### config.mk
export PLATFORM = sky130hd
export DESIGN_NAME = mac_accum_8
export DESIGN_NICKNAME = d
export VERILOG_FILES = /design/src/rtl/mac_accum_8.sv
export SDC_FILE = /design/constraint.sdc
export NUM_CORES = 1
export LEC_CHECK = 0
export CAP_MARGIN = 20
export CORE_MARGIN = 2
export CORE_UTILIZATION = 49
export CTS_CLUSTER_DIAMETER = 60
export DETAILED_ROUTE_END_ITERATION = 10
export GPL_TIMING_DRIVEN = 0
export PLACE_DENSITY = 0.78
export SYNTH_ARGS = -nofsm -noshare
export SYNTH_HDL_FRONTEND = slang
export SYNTH_SLANG_ARGS = --single-unit
### constraint.sdc
create_clock -name I_CLK -period 6.34 [get_ports I_CLK]
set_input_delay 0.634 -clock I_CLK [delete_from_list [all_inputs] [get_ports I_CLK]]
set_output_delay 0.634 -clock I_CLK [all_outputs]
set_load 0.02 [all_outputs]
### src/rtl/mac_accum_8.sv
// mac_accum_8: signed dot-product accumulator with valid/ready on both sides and saturated 8-bit rescale
module mac_accum_8 #(
  parameter int ACC_W     = 24,
  parameter int OUT_SHIFT = 8,
  parameter int MAX_LEN   = 64
) (
  input  logic                           I_CLK,
  input  logic                           I_RST,
  input  logic [15:0]                    I_PROD,
  input  logic                           I_VALID,
  input  logic                           I_LAST,
  output logic                           O_READY,
  output logic                           O_VALID,
  input  logic                           I_READY,
  output logic [ACC_W-1:0]               O_SUM_ACC,
  output logic [7:0]                     O_SUM_8,
  output logic                           O_CLIP,
  output logic [$clog2(MAX_LEN+1)-1:0]   O_CNT,
  output logic                           O_LEN_ERR
);
  localparam int CNT_W = $clog2(MAX_LEN+1);
  typedef enum logic [1:0] {IDLE, ACC, OUT} state_t;
  state_t             state_q, state_d;
  logic [ACC_W-1:0]   acc_q, acc_d;
  logic [CNT_W-1:0]   cnt_q, cnt_d;
  logic               len_err_q, len_err_d;
  logic               accept, term, hs;
  logic [CNT_W-1:0]   cnt_nx;
  logic signed [ACC_W-1:0] sh;
  logic               ovf;
  assign O_READY = (state_q != OUT) && !I_RST;
  assign accept  = I_VALID && O_READY;
  assign cnt_nx  = cnt_q + 1'b1;
  assign term    = accept && (I_LAST || cnt_nx == CNT_W'(MAX_LEN));
  assign hs      = (state_q == OUT) && I_READY;
  always_ff @(posedge I_CLK) begin
    if (I_RST) begin
      state_q   <= IDLE;
      acc_q     <= '0;
      cnt_q     <= '0;
      len_err_q <= 1'b0;
    end else begin
      state_q   <= state_d;
      acc_q     <= acc_d;
      cnt_q     <= cnt_d;
      len_err_q <= len_err_d;
    end
  end
  always_comb begin
    state_d = (state_q == OUT) ? (I_READY ? IDLE : OUT) :
              accept ? (term ? OUT : ACC) : state_q;
  end
  always_comb begin
    acc_d     = hs ? '0 : accept ? acc_q + {{(ACC_W-16){I_PROD[15]}}, I_PROD} : acc_q;
    cnt_d     = hs ? '0 : accept ? cnt_nx : cnt_q;
    len_err_d = hs ? 1'b0 : term ? !I_LAST : len_err_q;
  end
  // Saturate when the shifted value's bits above bit 7 are not a pure sign extension
  always_comb begin
    sh        = $signed(acc_q) >>> OUT_SHIFT;
    ovf       = !((&sh[ACC_W-1:7]) || !(|sh[ACC_W-1:7]));
    O_VALID   = state_q == OUT;
    O_SUM_ACC = acc_q;
    O_CNT     = cnt_q;
    O_LEN_ERR = len_err_q;
    O_CLIP    = ovf;
    O_SUM_8   = ovf ? (sh[ACC_W-1] ? 8'h80 : 8'h7F) : sh[7:0];
  end
endmodule

==> flow_summary.yaml, run 1 <==
clocking:
  path_clk_slew_ns: 0.08
  cts_max_path_buffers: 2
  worstSkewPairLatency_ns: 0.31
  clkSinkCount: 34
  cts_tree: "done"
  cts_resized: 0
  cts_made_buffers: 5
  htreeDepth: 2
  cts_setup_buffers: 0
  hold_buffers: 0
  root_buffer: "clkbuf_8"
worst_setup_path:
  critPathTopFamily: "compound AO/OA/AOI/OAI gates"
  r2r-end: "O_SUM_ACC[22]$_SDFFE_PP0P_"
  rr_worst_depth: 9
  worst-path-buf-inv: 1
  slowest_stage: "o31ai_2"
  cp.depth: 5
  crit_chain: "nand3_1, o31ai_2, nor2_1, a21o_1, clkdlybuf4s50_1"
  worst_r2r_startpoint: "O_SUM_ACC[0]$_SDFFE_PP0P_"
  endpoint_kind: "output pin"
  r2r_setup_slack_ns: 3.79
  critPathMaxFanout: 9
  slowest_delay_ns: 0.59
  cp-endpoint: "O_SUM_8[5]"
  cp_data_required_time_ns: 5.71
  start_kind: "flip-flop"
  worstSetupStartpoint: "O_SUM_ACC[23]$_SDFFE_PP0P_"
  critPathKind: "reg -> out"
  cp.arrival_ns: 2.58
sta:
  finalSetupViolations: 0
  rsz0062_at_grt: "no"
  worstMarginPinSlew_ns: 0.705
  fin_setup_tns_ns: 0
  hold_viol: 0
  fmax_mhz: 311
  fin_worst_skew_ns: 0.00849
  final.setup.worst_slack_ns: 3.12
  finalCritPeriodShare_pct: 50.8
  max-slew-margin-rel_pct: 52.7
  maxSlewViolCount: 0
  finalWorstPathRequiredPeriod_ns: 3.22
place:
  placed_cells: 473
  gp_congestion: 0.890
  port_buffers: 63
  hpwl_um: 5290
  post-place-ws_ns: 3.06
synthesis:
  synth_edf_count: 0
  synth-main-ff-cell: "dfxtp_1"
  postSynthCellCount: 340
  syn_area_mm2: 0.00268
  synth.distinct_cells: 59
  netlist.top_cell.by_area: "dfxtp_1"
  async_reset_ff_share_pct: 0
  ys_seq_area_share_pct: 25.4
  synth_area_per_cell_um2: 7.89
  synth.cells.most_frequent: "nand2_1, a21oi_1, dfxtp_1"
  syn_nets: 387
  yosysTopAreaCellShare_pct: 25.4
  yosysMostFrequentCell: "nand2_1"
  ys_warn_count: 0
  synth_area_leaders: "dfxtp_1, ha_1, a21oi_1"
  synth-seq-cells: 34
global_routing:
  grt_pass1_wl_um: 11800
  grt_pass1_vias: 2524
  grt-ovfl-total: 0
  antenna_found_initial: 0
  grt_max_degree: 13
  track_usage_pct: 23.9
finish:
  layout.cells.non_filler: 481
  final_util_pct: 67.1
  num-fill-cells: 458
  area_growth_pct: 30.1
  drive_gt1_share_pct: 6.57
  antenna_cells: 0
  final_nets: 457
die:
  core_area_mm2: 0.00520
  dieHeight_um: 78.0
  die-width_um: 78.0
  rows: 26
  die-area_mm2: 0.00608
  io_pins: 64
  start_util_pct: 51.5
detailed_routing:
  viasPerCell: 5.72
  routed_wl_um: 7030
  vias: 2751
  first_iter_violations: 135
  wl_per_cell_um: 14.6
  first_pass_iters: 4
  drc: 0
  ant_nets: 0
power:
  max-vdd-ir-drop_v: 0.000149
  internal_power_w: 0.000559
  p_per_area_mw_per_mm2: 278
  p_sw_w: 0.000410
  p_comb_share_pct: 53.9
  leakage_nw: 1.41
  seqPwrFrac_pct: 28.5
  pwr-share-clk_pct: 17.6
  p_total_w: 0.000969
  p_sw_share_pct: 42.3
status:
  outcome: "complete, no violations"
hold_path:
  hold_class: "reg -> reg"
run:
  cap_viol_max_count: 0
## registers in the layout, summed over array words and instances (netlist names)
register / cells
O_SUM_ACC: 24
O_CNT: 7
state_q: 2
O_LEN_ERR: 1
## power by group through the flow
stage	Sequential [W]	Combinational [W]	Clock (W)
after global placement	0.000280	0.000511	0
after detailed placement	0.000281	0.000519	0
final	0.000276	0.000523	0.000170
after global routing	0.000281	0.000574	0.000179
after CTS	0.000276	0.000522	0.000172
after floorplan	0.000303	0.000311	0
## final cells by class
class / count / area [um2] / share of cell area [%]
buffer: 12 / 56.3 / 1.61
clock buffer: 5 / 68.8 / 1.97
clock inverter: 3 / 21.3 / 0.609
sequential: 34 / 681 / 19.5
multi-input combinational: 286 / 1920 / 54.9
tap: 70 / 87.6 / 2.51
timing repair buffer: 63 / 631 / 18.1
inverter: 8 / 30.0 / 0.860
## worst reg2reg max path: stages (launching register included)
cell      delay [ns]
dfxtp_1         0.33
ha_1            0.22
fa_1            0.41
a21oi_1         0.19
o21ai_0         0.14
a2111o_1        0.50
nand3_1         0.16
a31oi_2         0.11
mux2i_1         0.12
a221o_1         0.25
## metal layers
layer	part of all wire, %	wire length [um]	global-route usage, %
met1	48	3350	32.7
met2	46	3250	38.4
met3	5.4	379	4.53
met4	0.65	46	7.02
met5	0	0	0
## worst min path at each step
stage | startpoint | to | slack (ns) | depth (start not counted)
2_1_floorplan | O_SUM_ACC[6]$_SDFFE_PP0P_ | O_SUM_ACC[6]$_SDFFE_PP0P_ | 0.55 | 2
3_3_place_gp | O_LEN_ERR$_SDFFE_PP0P_ | O_LEN_ERR$_SDFFE_PP0P_ | 0.46 | 2
3_5_place_dp | O_LEN_ERR$_SDFFE_PP0P_ | O_LEN_ERR$_SDFFE_PP0P_ | 0.46 | 2
4_1_cts | O_LEN_ERR$_SDFFE_PP0P_ | O_LEN_ERR$_SDFFE_PP0P_ | 0.47 | 2
5_1_grt | O_SUM_ACC[6]$_SDFFE_PP0P_ | O_SUM_ACC[6]$_SDFFE_PP0P_ | 0.51 | 2
6_report | O_LEN_ERR$_SDFFE_PP0P_ | O_LEN_ERR$_SDFFE_PP0P_ | 0.47 | 2
## per-stage QoR
stage / instance area [um2] / hold slack (ns)
after floorplan: 2680 / 0.546
final: 3490 / 0.472
after detailed placement: 3400 / 0.463
after global routing: 3490 / 0.506
after global placement: 3400 / 0.461
after CTS: 3490 / 0.474
## layout by cell type, fill, tap and decap left out, types with 12 or more instances in the layout
cell	n
ha_1	25
dfxtp_1	34
o21ai_0	21
a21o_1	16
nand2_1	43
nor2_1	23
clkdlybuf4s50_1	63
nor3_1	12
a21oi_1	35
## cells by family (layout without fill, tap and decap cells)
group                    after synthesis  after routing  share of synthesized area [%]
AND/OR/NAND/NOR                      123            123                           22.5
AO/OA/AOI/OAI                        111            111                           27.7
flip-flops                            34             34                           25.4
adder cells (fa/ha/maj)               26             26                           12.4
XOR/XNOR                              21             21                           6.86
buffers and inverters                 20             91                           3.22
multiplexers                           5              5                           1.91
No activity file was read; power rests on OpenSTA's default activity.
==> run 2, diff against run 1 <==
--- a/config.mk
+++ b/config.mk
@@ -7,11 +7,11 @@
 export LEC_CHECK = 0
 export CAP_MARGIN = 20
 export CORE_MARGIN = 2
-export CORE_UTILIZATION = 49
+export CORE_UTILIZATION = 46
 export CTS_CLUSTER_DIAMETER = 60
 export DETAILED_ROUTE_END_ITERATION = 10
 export GPL_TIMING_DRIVEN = 0
-export PLACE_DENSITY = 0.78
+export PLACE_DENSITY = 0.77
 export SYNTH_ARGS = -nofsm -noshare
 export SYNTH_HDL_FRONTEND = slang
 export SYNTH_SLANG_ARGS = --single-unit
==> constraint.sdc (replaced) <==
create_clock -name I_CLK -period 2.8 [get_ports I_CLK]
set_input_delay 0.28 -clock I_CLK [delete_from_list [all_inputs] [get_ports I_CLK]]
set_output_delay 0.28 -clock I_CLK [all_outputs]
set_load 0.02 [all_outputs]
==> flow_summary.yaml, run 2 (same netlist as run 1, synthesis figures left out) <==
power:
  p_total_w: 0.00221
  p_per_area_mw_per_mm2: 631
  leakage_nw: 1.42
  max-vdd-ir-drop_v: 0.000349
clocking:
  worstSkewPairLatency_ns: 0.29
  cts_made_buffers: 5
  root_buffer: "clkbuf_8"
  cts_max_path_buffers: 2
  path_clk_slew_ns: 0.07
  htreeDepth: 2
  clkSinkCount: 34
  hold_buffers: 0
  cts_tree: "done"
die:
  core_area_mm2: 0.00557
  rows: 27
  start_util_pct: 48.1
  die-area_mm2: 0.00646
  dieHeight_um: 80.4
  io_pins: 64
  die-width_um: 80.4
sta:
  max-slew-margin-rel_pct: 63.6
  finalCritPeriodShare_pct: 95.1
  final.setup.worst_slack_ns: 0.136
  worst_hold_slack_ns: 0.477
  fin_worst_skew_ns: 0.00596
  rsz0062_at_grt: "no"
  fmax_mhz: 375
  hold_viol: 0
  finalSetupViolations: 0
  worstMarginPinSlew_ns: 0.545
  finalWorstPathRequiredPeriod_ns: 2.66
  maxSlewViolCount: 0
detailed_routing:
  vias: 2763
  wl_per_cell_um: 14.7
  drc: 0
  first_iter_violations: 205
  routed_wl_um: 7090
  ant_nets: 0
  viasPerCell: 5.71
  first_pass_iters: 4
global_routing:
  grt_max_degree: 13
  grt-ovfl-total: 0
  grt_pass1_wl_um: 11600
  grt_pass1_vias: 2449
  track_usage_pct: 22.7
  antenna_found_initial: 0
worst_setup_path:
  critPathKind: "in -> reg"
  rr_worst_depth: 9
  slowest_stage: "a2111o_1"
  slowest_delay_ns: 0.49
  crit_chain: "clkdlybuf4s50_1, ha_1, fa_1, a21oi_1, o21ai_0, a2111o_1, nand3_1, a31oi_2, mux2i_1, a221o_1"
  endpoint_kind: "flip-flop"
  critPathMaxFanout: 3
  cp.arrival_ns: 2.85
  cp_data_required_time_ns: 2.99
  start_kind: "input port"
status:
  outcome: "complete, no violations"
finish:
  multi_input_area_mm2: 0.00192
  final_util_pct: 63.0
  seqCellArea_um2: 681
  largest_reg_flops: 24
  final_nets: 458
  num-fill-cells: 515
  layout_commonest_cell: "clkdlybuf4s50_1"
  area_growth_pct: 30.9
  final_cell_area_mm2: 0.00351
  drive_gt1_share_pct: 6.55
  antenna_cells: 0
  final_cell_mix: "clkdlybuf4s50_1, nand2_1, a21oi_1"
hold_path:
  worstHoldPathCells: 2
  hold_class: "reg -> reg"
place:
  post-place-ws_ns: -0.138
  port_buffers: 63
  hpwl_um: 5260
  gp_congestion: 0.921
  dpl_cell_area_mm2: 0.00340
run:
  cap_viol_max_count: 0
-- run 2: power by group --
part           leakage (nW)  total, W  internal [W]  switching (W)
Combinational          1.09   0.00120      0.000558       0.000642
Sequential            0.279  0.000624      0.000545      0.0000793
Clock                0.0482  0.000390      0.000199       0.000191
Total                  1.42   0.00221       0.00130       0.000913
-- run 2: layout make-up --
cell class	count	area share, %
inverter	8	0.855
buffer	12	1.60
clock buffer	7	2.46
multi-input combinational	286	54.8
clock inverter	1	0.143
sequential	34	19.4
timing repair buffer	64	18.2
tap	72	2.57
-- run 2: layer usage --
metal	global-route usage (%)	vias to the layer above	routed length [um]
met5	0	-	0
met2	36.8	85	3220
li1	-	1396	-
met1	30.5	1272	3340
met4	6.78	0	89
met3	4.16	10	441
-- run 2: metrics by stage --
step / setup TNS, ns / std cells
floorplan: 0 / 340
detailed placement: -0.305 / 475
global placement: -0.155 / 475
CTS: 0 / 483
global route: 0 / 484
finish: 0 / 484
-- run 2: worst paths after layout --
kind	startpoint	endpoint	slack [ns]
max	I_PROD[0]	O_SUM_ACC[22]$_SDFFE_PP0P_	0.14
min	O_SUM_ACC[7]$_SDFFE_PP0P_	O_SUM_ACC[7]$_SDFFE_PP0P_	0.48
max reg2reg	O_SUM_ACC[0]$_SDFFE_PP0P_	O_SUM_ACC[22]$_SDFFE_PP0P_	0.22
min reg2reg	O_SUM_ACC[7]$_SDFFE_PP0P_	O_SUM_ACC[7]$_SDFFE_PP0P_	0.48
-- run 2: worst max-delay path: cells and delay by family --
family / cells / cell delay (ns)
simple gates: 1 / 0.17
compound gates: 5 / 1.20
fa+ha+maj: 2 / 0.66
mux: 1 / 0.13
buf+inv: 1 / 0.41
-- run 2: timing repair --
item	in CTS	in global routing
endpoints found under the setup margin	7	4
gates resized for setup	1	0
setup buffers	0	1
pin swaps	0	1
==> run 3, diff against run 2 <==
--- a/config.mk
+++ b/config.mk
@@ -6,7 +6,7 @@
 export NUM_CORES = 1
 export LEC_CHECK = 0
 export CAP_MARGIN = 20
-export CORE_MARGIN = 2
+export CORE_MARGIN = 10
 export CORE_UTILIZATION = 46
 export CTS_CLUSTER_DIAMETER = 60
 export DETAILED_ROUTE_END_ITERATION = 10
==> flow_summary.yaml, run 3 (same netlist as run 1, synthesis figures left out) <==
status:
  outcome: "complete, no violations"
worst_setup_path:
  rr_worst_depth: 9
  endpoint_kind: "flip-flop"
  cp.arrival_ns: 2.83
  r2r-end: "O_SUM_ACC[22]$_SDFFE_PP0P_"
  cp_data_required_time_ns: 2.98
  worst_r2r_startpoint: "O_SUM_ACC[0]$_SDFFE_PP0P_"
  critPathKind: "in -> reg"
  start_kind: "input port"
  worstSetupStartpoint: "I_PROD[0]"
  critPathMaxFanout: 3
  cp-endpoint: "O_SUM_ACC[22]$_SDFFE_PP0P_"
  r2r_setup_slack_ns: 0.24
sta:
  max-slew-margin-rel_pct: 63.3
  finalSetupViolations: 0
  fin_worst_skew_ns: 0.00695
  finalWorstPathRequiredPeriod_ns: 2.64
  fmax_mhz: 378
  rsz0062_at_grt: "no"
  finalCritPeriodShare_pct: 94.4
  fin_setup_tns_ns: 0
  worstMarginPinSlew_ns: 0.548
  hold_viol: 0
  maxSlewViolCount: 0
hold_path:
  hold_class: "reg -> reg"
finish:
  area_growth_pct: 32.7
  final_util_pct: 63.9
  antenna_cells: 0
  largest_reg_flops: 24
  drive_gt1_share_pct: 6.80
  layout_commonest_cell: "clkdlybuf4s50_1"
  final_cell_mix: "clkdlybuf4s50_1, nand2_1, a21oi_1"
  final_nets: 458
global_routing:
  antenna_found_initial: 0
  grt_pass1_wl_um: 12800
  grt_max_degree: 13
  grt_pass1_vias: 2603
  track_usage_pct: 17.1
  grt-ovfl-total: 0
clocking:
  path_clk_slew_ns: 0.08
  cts_max_path_buffers: 2
  cts_made_buffers: 5
  root_buffer: "clkbuf_8"
  cts_tree: "done"
  htreeDepth: 2
  worstSkewPairLatency_ns: 0.29
  clkSinkCount: 34
die:
  start_util_pct: 48.1
  io_pins: 64
  core_area_mm2: 0.00557
  rows: 27
  die-area_mm2: 0.00929
  die-width_um: 96.4
  dieHeight_um: 96.4
place:
  hpwl_um: 5930
  gp_congestion: 0.932
  port_buffers: 63
power:
  p_total_w: 0.00240
  max-vdd-ir-drop_v: 0.000374
  leakage_nw: 1.45
  p_per_area_mw_per_mm2: 674
detailed_routing:
  ant_nets: 0
  first_pass_iters: 4
  first_iter_violations: 169
  viasPerCell: 5.67
  vias: 2742
  routed_wl_um: 7690
  drc: 0
  wl_per_cell_um: 15.9
run:
  cap_viol_max_count: 0
[run 3: cell types whose count changed in the layout (fill, tap and decap cells not counted)]
cell,delta
clkbuf_1,-1
bufinv_16,+2
clkinv_4,+1
clkbuf_8,-1
clkinv_2,-1
clkdlybuf4s50_1,-1
dlymetal6s2s_1,+1
[run 3: metrics by stage]
| step | cells | hold WS, ns | cell area (um2) | setup WS, ns |
|---|---|---|---|---|
| after floorplan | 340 | 0.349 | 2680 | 0.417 |
| after global placement | 475 | 0.462 | 3400 | -0.111 |
| after detailed placement | 475 | 0.470 | 3400 | -0.119 |
| after CTS | 483 | 0.481 | 3550 | 0.0883 |
| after global routing | 484 | 0.497 | 3560 | 0.0330 |
| final | 484 | 0.479 | 3560 | 0.157 |
[run 3: critical path: stages]
cell             delay [ns]
clkdlybuf4s50_1        0.40
ha_1                   0.24
fa_1                   0.42
a21oi_1                0.18
o21ai_0                0.14
a2111o_1               0.51
nand3_1                0.16
a31oi_2                0.12
mux2i_1                0.13
a221o_1                0.25
[run 3: layout make-up]
type / count / area [um2]
flip-flops and latches: 34 / 681
plain buffers: 12 / 56.3
multi-input cells: 286 / 1920
clock buffers: 5 / 68.8
inverters: 8 / 30.0
clock inverters: 3 / 68.8
repair buffers: 64 / 641
fillers: 505 / 2010
well taps: 72 / 90.1
[run 3: worst min-delay path by stage]
| stage | cells past startpoint | to | slack [ns] | startpoint |
|---|---|---|---|---|
| finish | 2 | O_LEN_ERR$_SDFFE_PP0P_ | 0.48 | O_LEN_ERR$_SDFFE_PP0P_ |
| global placement | 2 | O_SUM_ACC[7]$_SDFFE_PP0P_ | 0.46 | O_SUM_ACC[7]$_SDFFE_PP0P_ |
| CTS | 2 | O_SUM_ACC[7]$_SDFFE_PP0P_ | 0.48 | O_SUM_ACC[7]$_SDFFE_PP0P_ |
| detailed placement | 2 | O_SUM_ACC[7]$_SDFFE_PP0P_ | 0.47 | O_SUM_ACC[7]$_SDFFE_PP0P_ |
| global route | 2 | O_SUM_ACC[7]$_SDFFE_PP0P_ | 0.50 | O_SUM_ACC[7]$_SDFFE_PP0P_ |
| floorplan | 1 | state_q[1]$_SDFFE_PP0P_ | 0.35 | I_RST |
[run 3: power breakdown]
group	switching (W)	internal, W
clock network	0.000203	0.000357
registers	0.0000811	0.000545
logic	0.000657	0.000558
total	0.000941	0.00146
[run 3: repair_timing]
item                                    CTS  global route
endpoints found under the setup margin    7             8
pin swaps                                 0             1
hold buffers                              0             0
resized for setup                         1             1
buffers inserted                          0             1
[run 3: metal layers]
layer	wire (um)	track usage (%)	share of wire (%)
met3	714	5.37	9.3
met5	0	0	0
met1	3360	21.6	44
met4	48	4.00	0.62
met2	3560	27.6	46
